## config.mk

```make
export PLATFORM = sky130hd
export DESIGN_NAME = bpsk_tx_scheduler
export DESIGN_NICKNAME = d
export VERILOG_FILES = /design/src/rtl/bpsk_pkg.sv /design/src/rtl/bpsk_rr_arbiter.sv /design/src/rtl/bpsk_tx_scheduler.sv
export SDC_FILE = /design/constraint.sdc
export NUM_CORES = 1
export LEC_CHECK = 0
export CAP_MARGIN = 20
export CORE_MARGIN = 2
export CORE_UTILIZATION = 46
export CTS_BUF_LIST = sky130_fd_sc_hd__clkbuf_16
export DETAILED_ROUTE_END_ITERATION = 6
export GPL_ROUTABILITY_DRIVEN = 0
export HOLD_SLACK_MARGIN = 0.1
export PLACE_DENSITY = 0.79
export SYNTH_ARGS = -nofsm -noshare
export SYNTH_HDL_FRONTEND = slang
export SYNTH_SLANG_ARGS = --single-unit
```

## constraint.sdc

```tcl
create_clock -name clk -period 2 [get_ports clk]
set_clock_uncertainty 0.15 [all_clocks]
set_input_delay 0.4 -clock clk [delete_from_list [all_inputs] [get_ports clk]]
set_output_delay 0.4 -clock clk [all_outputs]
set_load 0.005 [all_outputs]
```

## src/rtl/bpsk_pkg.sv

```systemverilog
// Shared constants and state encoding for the BPSK transmit scheduler.
package bpsk_pkg;

   // Legacy-compatible state encoding: IDLE / PRE / DATA.
   typedef logic [1:0] state_t;
   localparam state_t ST_IDLE = 2'd0;
   localparam state_t ST_PRE  = 2'd1;
   localparam state_t ST_DATA = 2'd2;

   localparam int unsigned DEF_WORD_W   = 16;
   localparam logic [7:0]  DEF_PREAMBLE = 8'hAA;
   localparam int unsigned PRE_LEN      = 8;

endpackage

```

## src/rtl/bpsk_rr_arbiter.sv

```systemverilog
// Round-robin arbiter: first requester at or above ptr (with wrap) wins.
// grant is one-hot and only asserted while advance is high; idx is always valid
// for the current winner so the caller can update its pointer on a handshake.
module bpsk_rr_arbiter #(
   parameter int unsigned NUM_REQ = 2,
   localparam int unsigned IDX_W = $clog2(NUM_REQ)
) (
   input  logic [NUM_REQ-1:0] req,
   input  logic [IDX_W-1:0]   ptr,
   input  logic               advance,
   output logic [NUM_REQ-1:0] grant,
   output logic [IDX_W-1:0]   idx
);

   // Search upward from ptr, wrapping, and pick the first active request.
   always_comb begin
      logic        found;
      int unsigned k;
      grant = '0;
      idx   = '0;
      found = 1'b0;
      k     = 0;
      for (int unsigned i = 0; i < NUM_REQ; i++) begin
         k = (32'(ptr) + i) % NUM_REQ;
         if (!found && req[IDX_W'(k)]) begin
            found              = 1'b1;
            grant[IDX_W'(k)]   = advance;
            idx                = IDX_W'(k);
         end
      end
   end

endmodule

```

## src/rtl/bpsk_tx_scheduler.sv

```systemverilog
// Transmit scheduler for the BPSK modulator: round-robin word intake and
// LSB-first serialisation, SYM_DIV clocks per symbol.
// Optional feature: define BPSK_TX_PREAMBLE_EN to prefix every word with the
// 8-symbol PREAMBLE pattern (PRE state).
module bpsk_tx_scheduler
   import bpsk_pkg::*;
#(
   parameter int unsigned WORD_W   = DEF_WORD_W,
   parameter int unsigned NUM_REQ  = 2,
   parameter int unsigned SYM_DIV  = 2,
   parameter logic [7:0]  PREAMBLE = DEF_PREAMBLE,
   localparam int unsigned IDX_W   = $clog2(NUM_REQ)
) (
   input  logic                      clk,
   input  logic                      rst,
   input  logic [NUM_REQ-1:0]        req_valid,
   input  logic [NUM_REQ*WORD_W-1:0] req_data,
   output logic [NUM_REQ-1:0]        req_ready,
   output logic                      d_bit,
   output logic                      sym_stb,
   output logic                      busy,
   output logic [IDX_W-1:0]          grant_id,
   output logic                      word_done
);

   localparam int unsigned CYC_W   = (SYM_DIV > 1) ? $clog2(SYM_DIV) : 1;
   // Bit counter must also cover the 8 preamble symbols.
   localparam int unsigned BIT_MAX = (WORD_W > PRE_LEN) ? WORD_W : PRE_LEN;
   localparam int unsigned BIT_W   = $clog2(BIT_MAX);

   state_t              state_q, state_d;
   logic [WORD_W-1:0]   shreg_q, shreg_d;
   logic [BIT_W-1:0]    bit_q, bit_d;
   logic [CYC_W-1:0]    cyc_q, cyc_d;
   logic [IDX_W-1:0]    rr_q, rr_d;
   logic [IDX_W-1:0]    gid_q, gid_d;

   logic [NUM_REQ-1:0]  grant;
   logic [IDX_W-1:0]    win_idx;
   logic [WORD_W-1:0]   win_word;
   logic                sym_last, pre_last, word_last, window, accept;

   assign sym_last  = (cyc_q == CYC_W'(SYM_DIV - 1));
   assign pre_last  = (state_q == ST_PRE) && (bit_q == BIT_W'(PRE_LEN - 1)) && sym_last;
   assign word_last = (state_q == ST_DATA) && (bit_q == BIT_W'(WORD_W - 1)) && sym_last;
   // Accept window: idle, or the very last cycle of a word so the next one follows gap-free.
   assign window    = (state_q == ST_IDLE) || word_last;
   assign accept    = |grant;

   bpsk_rr_arbiter #(
      .NUM_REQ (NUM_REQ)
   ) u_arb (
      .req     (req_valid),
      .ptr     (rr_q),
      .advance (window),
      .grant   (grant),
      .idx     (win_idx)
   );

   // Select the winning requester's word (grant is one-hot or zero).
   always_comb begin
      win_word = '0;
      for (int unsigned k = 0; k < NUM_REQ; k++) begin
         if (grant[k]) win_word = win_word | req_data[k*WORD_W +: WORD_W];
      end
   end

   // Next-state: intake on accept, otherwise symbol/bit progression.
   always_comb begin
      state_d = state_q;
      shreg_d = shreg_q;
      bit_d   = bit_q;
      cyc_d   = cyc_q;
      rr_d    = rr_q;
      gid_d   = gid_q;
      if (accept) begin
         shreg_d = win_word;
         bit_d   = '0;
         cyc_d   = '0;
         gid_d   = win_idx;
         rr_d    = (win_idx == IDX_W'(NUM_REQ - 1)) ? '0 : win_idx + 1'b1;
`ifdef BPSK_TX_PREAMBLE_EN
         state_d = ST_PRE;
`else
         state_d = ST_DATA;
`endif
      end else if (state_q != ST_IDLE) begin
         if (!sym_last) begin
            cyc_d = cyc_q + 1'b1;
         end else begin
            cyc_d = '0;
            if (pre_last) begin
               state_d = ST_DATA;
               bit_d   = '0;
            end else if (word_last) begin
               state_d = ST_IDLE;
            end else begin
               bit_d = bit_q + 1'b1;
               if (state_q == ST_DATA) shreg_d = shreg_q >> 1;
            end
         end
      end
   end

   // State registers; reset discards any word in flight.
   always_ff @(posedge clk or negedge rst) begin
      if (!rst) begin
         state_q <= ST_IDLE;
         shreg_q <= '0;
         bit_q   <= '0;
         cyc_q   <= '0;
         rr_q    <= '0;
         gid_q   <= '0;
      end else begin
         state_q <= state_d;
         shreg_q <= shreg_d;
         bit_q   <= bit_d;
         cyc_q   <= cyc_d;
         rr_q    <= rr_d;
         gid_q   <= gid_d;
      end
   end

   // Outputs decode registered state only, so they change one cycle after accept.
   always_comb begin
      d_bit = 1'b0;
      if (state_q == ST_PRE)       d_bit = PREAMBLE[bit_q[2:0]];
      else if (state_q == ST_DATA) d_bit = shreg_q[0];
   end

   assign busy      = (state_q != ST_IDLE);
   assign sym_stb   = busy && (cyc_q == '0);
   assign word_done = word_last;
   assign grant_id  = gid_q;
   assign req_ready = grant;

endmodule
```

==> results.cfg <==
[clocking]
path_clk_slew_ns = 0.06
clkLatencyLatePin_ns = 0.26
clock_path_buffers = 2
cts-root-buf = clkbuf_16
clock_sinks = 24
cts_buffers = 3
cts-htree-levels = 1
cts_tree = built

[floorplan]
start_util_pct = 47.5
die_x_um = 59.7
die_area_mm2 = 0.00356
rows = 20
die_h_um = 59.7
core_mm2 = 0.00300
ios = 43

[global_routing]
grt_pass1_vias = 1304
grt_pass1_wl_mm = 5.91
antenna_found_initial = 0
overflow = 0
grt_max_degree = 32
grt_usage_pct = 21.6

[power_and_ir_drop]
peakVddDrop_uv = 737
leakagePower_nw = 0.828
power_density_mw_per_mm2 = 1370
fin_total_pwr_w = 0.00280

[logic_synthesis]
ys_types = 31
seq_area_frac_synth_pct = 42.1
synth_enable_flop_cells = 0
synth_cells = 135
syn_area_mm2 = 0.00143
yosysMostFrequentCell = dfrtp_1
avgSynthCellArea_um2 = 10.6
ys_ff_latch = 24
ys_warn_count = 0
synthTopCellsByArea = dfrtp_1 (42%), a32o_1 (11%), a22oi_2 (7.9%)
syn_nets = 172
ys_top_cells_by_count = dfrtp_1 (24), nor2_1 (21), a32o_1 (15)
synthFlopType = dfrtp_1
yosys.area.top_type = dfrtp_1
synthArstFlopShare_pct = 100
synth.top_cell.area_share_pct = 42.1

[critical_path]
critPathKind = reg2out
r2r_start = bit_q[0]$_DFFE_PN0P_
reg2reg_to = shreg_q[10]$_DFFE_PN0P_
path_max_fanout = 3
r2r_cells = 9
required_ns = 1.45
startpoint_type = flip-flop
r2r_slack_ns = 0.16
cp_data_arrival_time_ns = 1.44
endpoint_kind = output pin

[sta]
finalSetupViolations = 0
drv_slew = 0
worstMarginPinSlew_ns = 0.333
hold_slack_ns = 0.354
fin_crit_sh_pct = 99.3
post-route-min-period_ns = 1.99
clock.fmax_ghz = 0.504
rsz0062_at_grt = true
hold_viol = 0
slew_headroom_pct = 77.7

[drt]
drt_iter0_drc = 66
vias_per_cell = 5.91
wl_mm = 3.79
wl_per_cell_um = 17.1
vias = 1311
drtPass1Iterations = 4
route.detailed.drc = 0
antenna_left = 0

[job]
maxCapViolCount = 0

[finish]
nets = 228
fill_cells = 243
diodes = 0
syn2layout_area_growth_pct = 43.6
drive_above_1_share_pct = 26.5

[run_status]
status = complete, no violations

[place]
hpwl_mm = 2.51
port_buffers = 42

[worst_hold_path]
hp-class = in2async
-- critical path: stages (launching register included) --
cell and delay [ns]:
dfrtp_1 0.39, ha_2 0.20, nand4_1 0.10, nand2_2 0.08, buf_6 0.12, and3_4 0.17
buf_6 0.11
-- layout make-up --
class | count | area, um^2 | area share [%]
well taps | 33 | 41.3 | 2.02
repair buffers | 63 | 591 | 28.8
clock buffers | 3 | 75.1 | 3.67
multi-input cells | 98 | 737 | 36.0
flip-flops and latches | 24 | 601 | 29.3
inverters | 1 | 3.75 | 0.183
-- metal layers --
layer	track usage (%)	share of wire (%)
met5	0	0
met2	37.4	50
met3	3.68	5.0
met4	5.71	0.90
met1	27.8	44
-- report_power, final --
part           switching, W  internal (W)  total, W  leakage, nW
sequential         0.000163      0.000725  0.000887        0.274
combinational      0.000705      0.000778   0.00148        0.518
clock              0.000167      0.000265  0.000432       0.0370
total               0.00103       0.00177   0.00280        0.828
-- logic make-up after synthesis --
group                      count (synthesis)  share of synthesized area (%)
adders and majority gates                  1                          0.877
buffers and inverters                     13                           6.93
DFF                                       24                           42.1
and+or+nand+nor                           38                           12.3
AOI/OAI and AO/OA                         55                           35.4
xor gates and xnor gates                   4                           2.46
-- metrics by stage --
stage / instance area (um^2) / instances / setup WS, ns / TNS [ns] / util [%]
3_5_place_dp: 1920 / 213 / -0.341 / -2.00 / 63.9
4_1_cts: 2010 / 219 / 0.0130 / 0 / 67.1
5_1_grt: 2050 / 222 / -0.0470 / -0.0470 / 68.2
6_report: 2050 / 222 / 0.0143 / 0 / 68.2
3_3_place_gp: 1920 / 213 / -0.331 / -1.86 / 63.9
2_1_floorplan: 1430 / 135 / 0.307 / 0 / -
-- layout by cell type (no fill, tap or decap), types with 2 or more instances in the layout --
master	count
dfrtp_1	24
a22oi_2	9
xnor2_1	4
a22oi_1	6
nand2_1	3
dlygate4sd2_1	3
clkdlybuf4s50_1	36
a21oi_2	8
buf_6	3
and2_1	3
buf_4	18
clkbuf_16	3
a21oi_1	9
a32o_1	15
and3_1	2
nor2_1	21
-- flip-flops by register name, indices dropped and copies added, names as in the netlist --
register / cells
state_q: 1
bit_q: 4
rr_q: 1
cyc_q: 1
shreg_q: 16
grant_id: 1
-- worst max path at each step --
stage / from / to / slack [ns] / depth (start not counted)
2_1_floorplan: bit_q[0]$_DFFE_PN0P_ / req_ready[0] / 0.31 / 5
3_3_place_gp: req_valid[0] / req_ready[0] / -0.33 / 4
3_5_place_dp: req_valid[0] / req_ready[0] / -0.34 / 4
4_1_cts: bit_q[0]$_DFFE_PN0P_ / word_done / 0.01 / 4
5_1_grt: bit_q[0]$_DFFE_PN0P_ / req_ready[1] / -0.05 / 6
6_report: bit_q[0]$_DFFE_PN0P_ / req_ready[1] / 0.01 / 6
-- what timing repair did --
| item | 4_1_cts | 5_1_grt |
|---|---|---|
| buffers inserted | 3 | 3 |
| resized for setup | 12 | 6 |
| pin swaps | 3 | 2 |
| hold buffers | 0 | 0 |
| endpoints found under the hold margin | 0 | 0 |
| gates cloned | 0 | 0 |
| endpoints found under the setup margin | 4 | 3 |
(Power assumes the default switching activity.)
